--- config.mk ---
export PLATFORM = sky130hd
export DESIGN_NAME = final_bits_sequencer
export DESIGN_NICKNAME = d
export VERILOG_FILES = /design/src/rtl/final_bits_sequencer.sv
export SDC_FILE = /design/constraint.sdc
export NUM_CORES = 1
export LEC_CHECK = 0
export CAP_MARGIN = 15
export CORE_MARGIN = 2
export CORE_UTILIZATION = 30
export DETAILED_ROUTE_END_ITERATION = 16
export RECOVER_POWER = 50
export SKIP_CTS_REPAIR_TIMING = 1
export SLEW_MARGIN = 20
export SYNTH_ARGS = -nofsm -noshare
export SYNTH_HDL_FRONTEND = slang
export SYNTH_SLANG_ARGS = --single-unit
export TNS_END_PERCENT = 30
--- constraint.sdc ---
create_clock -name clk -period 1.55 [get_ports clk]
set_input_delay 0.31 -clock clk [delete_from_list [all_inputs] [get_ports clk]]
set_output_delay 0.31 -clock clk [all_outputs]
set_load 0.005 [all_outputs]
--- src/rtl/final_bits_sequencer.sv ---
// ---------------------------------------------------------------------------
// final_bits_sequencer
//
// Purpose:
//   Sequences the end-of-frame final-bits flush of the entropy encoder. An
//   accepted start latches the final cnt/low and enables the external
//   combinational final-bits generator for one evaluation cycle. The
//   generator's word-count flag and words are captured, then 0, 1 or 2
//   bitstream words are handed to the output packer over valid/ready, and
//   done pulses once the flush is complete. Sits between encoder stage 4 and
//   the bitstream packer. Every output is driven straight from a flop.
//
// Ports:
//   clk            in   rising-edge clock
//   reset          in   asynchronous, active-low reset
//   start          in   one-cycle flush request, honoured only when idle
//   abort          in   synchronous abort, back to idle on the next edge
//   in_cnt         in   final cnt, sampled on an accepted start
//   in_low         in   final low, sampled on an accepted start
//   gen_cnt        out  registered cnt feeding the generator
//   gen_low        out  registered low feeding the generator
//   gen_flag_final out  generator enable / operand isolation, high in EVAL
//   gen_flag       in   generator word count: 00 none, 01 one, 10 two
//   gen_bit_1      in   generator first word
//   gen_bit_2      in   generator second word
//   out_valid      out  word available on out_data
//   out_ready      in   packer accepts the word when out_valid & out_ready
//   out_data       out  emitted word
//   out_last       out  marks out_data as the final word of the flush
//   busy           out  high in every state except IDLE
//   done           out  one-cycle pulse when the flush completes
//   err            out  sticky illegal-flag (11) indicator
// ---------------------------------------------------------------------------
module final_bits_sequencer #(
  parameter int OUTPUT_BITSTREAM_WIDTH = 16,
  parameter int D_SIZE                 = 5,
  parameter int LOW_WIDTH              = 24
) (
  input  logic                              clk,
  input  logic                              reset,
  input  logic                              start,
  input  logic                              abort,
  input  logic [D_SIZE-1:0]                 in_cnt,
  input  logic [LOW_WIDTH-1:0]              in_low,
  output logic [D_SIZE-1:0]                 gen_cnt,
  output logic [LOW_WIDTH-1:0]              gen_low,
  output logic                              gen_flag_final,
  input  logic [1:0]                        gen_flag,
  input  logic [OUTPUT_BITSTREAM_WIDTH-1:0] gen_bit_1,
  input  logic [OUTPUT_BITSTREAM_WIDTH-1:0] gen_bit_2,
  output logic                              out_valid,
  input  logic                              out_ready,
  output logic [OUTPUT_BITSTREAM_WIDTH-1:0] out_data,
  output logic                              out_last,
  output logic                              busy,
  output logic                              done,
  output logic                              err
);

  typedef enum logic [2:0] {
    S_IDLE  = 3'd0,
    S_EVAL  = 3'd1,
    S_EMIT1 = 3'd2,
    S_EMIT2 = 3'd3,
    S_DONE  = 3'd4
  } state_t;

  state_t                            state_q;
  // Number of words this flush emits (0, 1 or 2), taken from gen_flag.
  logic [1:0]                        nwords_q;
  // Second generator word, held until EMIT1 hands off. The first word is
  // captured directly into the out_data register.
  logic [OUTPUT_BITSTREAM_WIDTH-1:0] word2_q;

  // Single state machine; every output is assigned on the transition into
  // the state that needs it, so outputs are pure flops with no input paths.
  always_ff @(posedge clk or negedge reset) begin
    if (!reset) begin
      state_q        <= S_IDLE;
      nwords_q       <= 2'd0;
      word2_q        <= '0;
      gen_cnt        <= '0;
      gen_low        <= '0;
      gen_flag_final <= 1'b0;
      out_valid      <= 1'b0;
      out_data       <= '0;
      out_last       <= 1'b0;
      busy           <= 1'b0;
      done           <= 1'b0;
      err            <= 1'b0;
    end else begin
      done <= 1'b0;

      // Abort beats everything, including a start in IDLE. A handshake in
      // the abort cycle is already complete on the packer side.
      if (abort) begin
        state_q        <= S_IDLE;
        out_valid      <= 1'b0;
        out_last       <= 1'b0;
        gen_flag_final <= 1'b0;
        busy           <= 1'b0;
      end else begin
        case (state_q)
          S_IDLE: begin
            if (start) begin
              gen_cnt        <= in_cnt;
              gen_low        <= in_low;
              err            <= 1'b0;
              gen_flag_final <= 1'b1;
              busy           <= 1'b1;
              state_q        <= S_EVAL;
            end
          end

          S_EVAL: begin
            gen_flag_final <= 1'b0;
            out_data       <= gen_bit_1;
            word2_q        <= gen_bit_2;
            case (gen_flag)
              2'b01: begin
                nwords_q  <= 2'd1;
                out_valid <= 1'b1;
                out_last  <= 1'b1;
                state_q   <= S_EMIT1;
              end
              2'b10: begin
                nwords_q  <= 2'd2;
                out_valid <= 1'b1;
                out_last  <= 1'b0;
                state_q   <= S_EMIT1;
              end
              2'b00: begin
                nwords_q <= 2'd0;
                done     <= 1'b1;
                state_q  <= S_DONE;
              end
              default: begin
                // Illegal flag: flush ends with no words and err latched.
                nwords_q <= 2'd0;
                err      <= 1'b1;
                done     <= 1'b1;
                state_q  <= S_DONE;
              end
            endcase
          end

          S_EMIT1: begin
            if (out_ready) begin
              if (nwords_q == 2'd2) begin
                // Swap in word 2 on the handshake edge: no bubble.
                out_data <= word2_q;
                out_last <= 1'b1;
                state_q  <= S_EMIT2;
              end else begin
                out_valid <= 1'b0;
                out_last  <= 1'b0;
                done      <= 1'b1;
                state_q   <= S_DONE;
              end
            end
          end

          S_EMIT2: begin
            if (out_ready) begin
              out_valid <= 1'b0;
              out_last  <= 1'b0;
              done      <= 1'b1;
              state_q   <= S_DONE;
            end
          end

          S_DONE: begin
            busy    <= 1'b0;
            state_q <= S_IDLE;
          end

          default: begin
            out_valid      <= 1'b0;
            out_last       <= 1'b0;
            gen_flag_final <= 1'b0;
            busy           <= 1'b0;
            state_q        <= S_IDLE;
          end
        endcase
      end
    end
  end

endmodule

## Word level (Yosys, flattened, before mapping)

Cells that the tools add are included.

| operators by class | value |
|---|---|
| add/subtract/negate cells | 0 |
| multiply operators | 0 |
| divide/modulo/power cells | 0 |
| $lt $le $gt $ge | 0 |
| eq/ne operators | 20 |
| shift operators | 0 |
| muxes and demuxes | 36 |
| bitwise logic cells | 1 |
| reduce and logical (&&, ||, !) cells | 18 |

Operators by type and width:

| kind | number |
|---|---|
| $mux 16 | 2 |
| $pmux 16 s2 | 1 |
| $mux 1 | 18 |
| $mux 3 | 6 |
| $ne 3x3->1 const B | 5 |
| $pmux 3 s4 | 1 |
| $reduce_and 4->1 | 3 |
| $reduce_or 3->1 | 3 |
| $ne 2x2->1 const B | 4 |
| $pmux 1 s2 | 4 |
| $pmux 1 s4 | 2 |
| $eq 3x2->1 const B | 2 |
| $ne 2x1->1 const B | 3 |
| $reduce_and 2->1 | 3 |
| $reduce_and 3->1 | 2 |
| $reduce_and 5->1 | 1 |
| $eq 2x2->1 const B | 2 |
| $ne 4x4->1 const B | 1 |
| $pmux 2 s2 | 1 |
| $reduce_bool 2->1 | 2 |
| $reduce_or 2->1 | 2 |
| $eq 3x1->1 const B | 1 |
| $eq 3x3->1 const B | 1 |
| $logic_not 3->1 | 1 |
| other kinds (4) | 4 |

| storage, ports and cells | value |
|---|---|
| register bits | 72 |
| bits in latches | 0 |
| RAM bits | 0 |
| memory bits (read-only) | 0 |
| bits of input ports | 68 |
| output and inout port bits | 51 |
| word-level logic and storage cells | 87 |
| memories kept | 0 |

## Depth between registers and ports, before layout

| depth | value |
|---|---|
| word-level depth | 5 |
| mapped depth | 6 |
| gate-level depth less buffers | 5 |

## Worst setup path before layout

Ideal clock, no wire load.

| timing path | value |
|---|---|
| path kind | reg-to-reg |
| start point | register state_q[2] |
| end point | register nwords_q[0] |
| setup time | 127 ps |
| data arrival time | 1390 ps |
| data required time | 1423 ps |
| path slack | 33 ps |
| stages on the path, launching flop included | 6 |
| buffers on the path | 2 |
| clock period less this slack | 1517 ps |
| cells stage by stage | dfrtp_1 > or2_1 > buf_2 > nor2_4 > buf_6 > mux2_1 |

| on the way | value |
|---|---|
| longest elaborated chain between the ends | 2 |

RTL lines:

| what | RTL line | text |
|---|---|---|
| start: declaration | 68 | `state_t state_q;` |
| start signal: assignment | 79 | `state_q <= S_IDLE;` |
| start signal: assignment | 97 | `state_q <= S_IDLE;` |
| start signal: assignment | 111 | `state_q <= S_EVAL;` |
| $eq 3x1->1 | 103 | `case (state_q)` |
| $reduce_and 2->1 (no line) | n/a |  |
| end signal: assignment | 121 | `nwords_q <= 2'd1;` |
| end signal: assignment | 127 | `nwords_q <= 2'd2;` |
| end signal: assignment | 133 | `nwords_q <= 2'd0;` |
| end: declaration | 70 | `logic [1:0] nwords_q;` |

No other way between the ends.
A chain may end at the register's enable or synchronous reset.

## Worst setup path in the final report

| timing path | value |
|---|---|
| start point | register gen_low[21] |
| end point | output port gen_low[21] |

RTL lines:

| what | RTL line | text |
|---|---|---|
| start: declaration | 46 | `output logic [LOW_WIDTH-1:0] gen_low,` |
| start signal: assignment | 107 | `gen_low <= in_low;` |

No word-level cell between the ends.

==> run summary <==
Mapped Nets - 298
Setup violations, final - 0
HP Start - word2_q[6]
H-tree depth - 3
Power density cells - 1163 nW/um^2
CP endpoint kind - primary output
Worst Clk Skew - 0.009891 ns
Gr busiest metal - met2
I/O pins - 119
Final number of max-transition violations - 0
GR Overflow Total - 0
Peak supply drop - 0.6035 mV
CTS max path bufs - 2
Lkg Pwr - 2.105 nW
R2R setup slack - 0.07 ns
Proportion of layout cells with a drive suffix above 1 - 19.62%
Number of global-route vias before repair - 2424
Placer Congestion - 0.7442
Total power - 5.682 mW
Max FO, Critical Path - 2
Final net count - 438
# rows - 37
Antenna violations before repair - 0
Ant diodes - 0
Final setup TNS - 0 ns
Worst EP arrival - 1.20 ns
Worst r2r src - state_q[2]
Met2 Track Usage GR - 20.52%
Clk sinks - 72
Dominant synthesized flop cell - dfrtp_1
Most common cell in the synthesized netlist - dfrtp_1
Synth area leaders - dfrtp_1, mux2_1, mux2i_1, a21oi_2, nor2_2
Synth top area share - 57.05%
CP Buf/Inv Count - 1
WHS Path Cells - 1
Syn_area_per_cell - 13.91 um^2
Drt first-iter violations - 57
Largest area contributor in the netlist - dfrtp_1
Final Hold Fails - 0
CTS root buffer - clkbuf_8
Crit start category - flip-flop
Area Overhead vs Synth - 54.67%
Sequential fraction of the synthesis area - 57.05%
Crit-path leading delay family - buffers and inverters
Placed inst area - 4622 um^2
Number of vias per cell - 4.439
Worst EP required - 1.24 ns
Port bufs - 118
Min Hold Slack - 0.4894 ns
EDFF count, synth - 0
Met1 Use GR - 16.75%
# DRC - 0
Via count - 2255
Core ar. - 10280 um^2
Hold path endpoint - word2_q[6]
Synth top cells by count - dfrtp_1, mux2_1, mux2i_1
Final period util - 97.57%
DRT Pass-1 Iters - 4
Clk slew on worst S/H paths - 0.08 ns
Fmax - 0.6612 GHz
Min-delay worst type - flip-flop to flip-flop
Final instance area - 4885 um^2
Outcome - finished clean
Die H - 106.6 um
Final WL - 7273 um
GRT Util Overall - 13.46%
Worst Reg-to-Reg Cells - 4
Pin count of the biggest net entering global routing - 35
Max-Cap Viols - 0
WL per Instance - 14.32 um
R2r endpoint - word2_q[14]
Post-synth ARST share - 100.0%
M3 GR Usage - 7.599%
Slowest CP cell - clkdlybuf4s50_1
Synth unique cells - 33
First-pass GRT wire length - 11960 um
Mapped Area - 3158 um^2
Util after Layout - 47.53%
Fin crit period - 1.512 ns
Die area - 11360 um^2
Routed Antenna Nets - 0
CP peak stage delay - 0.50 ns
Crit-path cells - clkdlybuf4s50_1
Least-Margin Pin Slew - 0.9882 ns
CTS tree - yes
Clk Latency, worst-skew pair - 0.34 ns
Slew margin rel. - 34.12%
Register bit total from synthesis - 72
Initial Util - 30.73%
Die W - 106.6 um
Num CTS Buffers - 9
Synth warn - 0
Mapped Cells - 227
Post-detail-place hpwl - 5385 um
WS Path Type - flip-flop to primary output
-- routing by layer --
metal	routed length, um	part of all wire [%]
met1	3260	45
met2	3083	42
met3	886	12
met4	42	0.58
met5	0	0
-- cells in the final DEF, fill, tap and decap left out, types with 6 or more instances in the layout --
cell type and n:
dfrtp_1 70, mux2_1 46, dlymetal6s2s_1 17, buf_12 6, nor2_2 12, mux2i_1 16
clkdlybuf4s25_1 19, a21oi_2 14, nor2_1 10, clkbuf_8 10, buf_4 16, a21oi_1 11
clkdlybuf4s50_1 81
-- report_power, final --
part	internal (mW)	switching, mW	leakage, nW
clock	0.792	0.693	0.0928
sequential	2.35	0.262	0.850
combinational	1.04	0.544	1.16
-- kinds of logic (layout without fill, tap and decap cells) --
group / Yosys count / count (layout) / synth area share, %
flops: 72 / 72 / 57.05
simple gates: 40 / 40 / 7.805
fa+ha+maj: 3 / 3 / 1.189
compound gates: 34 / 34 / 8.122
buf+inv: 15 / 160 / 4.001
mux: 63 / 63 / 21.83
-- metrics by stage --
step                      worst slack, ns  std cells
after detailed placement          -0.3185        490
after floorplan                   0.03257        227
after CTS                        -0.04266        506
after global routing            -0.003170        508
final                             0.03763        508
after global placement            -0.2681        490
-- registers in the layout (all words and copies together), names as in the netlist --
register        flops
gen_low            24
out_data           16
word2_q            16
gen_cnt             5
state_q             3
nwords_q            2
busy                1
done                1
err                 1
gen_flag_final      1
out_last            1
out_valid           1
-- worst register-to-register path: cells and delay by family, from the launching register on --
family | cells | cell delay, ns
AND/OR/NAND/NOR | 2 | 0.43
multiplexers | 1 | 0.35
buffers and inverters | 1 | 0.18
flip-flops | 1 | 0.42
-- area by class of cell --
cell class	count	area [um^2]
timing repair buffer	141	1468
clock buffer	12	145.1
sequential	72	1804
tap	136	170.2
clock inverter	4	53.80
multi-input combinational	140	1232
inverter	3	11.26
fill	960	5393
-- worst max-delay path by stage --
stage / from / endpoint / cells past startpoint
6_report: gen_low[21] / gen_low[21] / 1
5_1_grt: gen_low[1] / gen_low[1] / 1
4_1_cts: gen_flag_final / gen_flag_final / 1
3_5_place_dp: abort / word2_q[14] / 5
3_3_place_gp: abort / word2_q[5] / 5
2_1_floorplan: state_q[2] / nwords_q[0] / 5
Power figures use the tool's default switching activity.
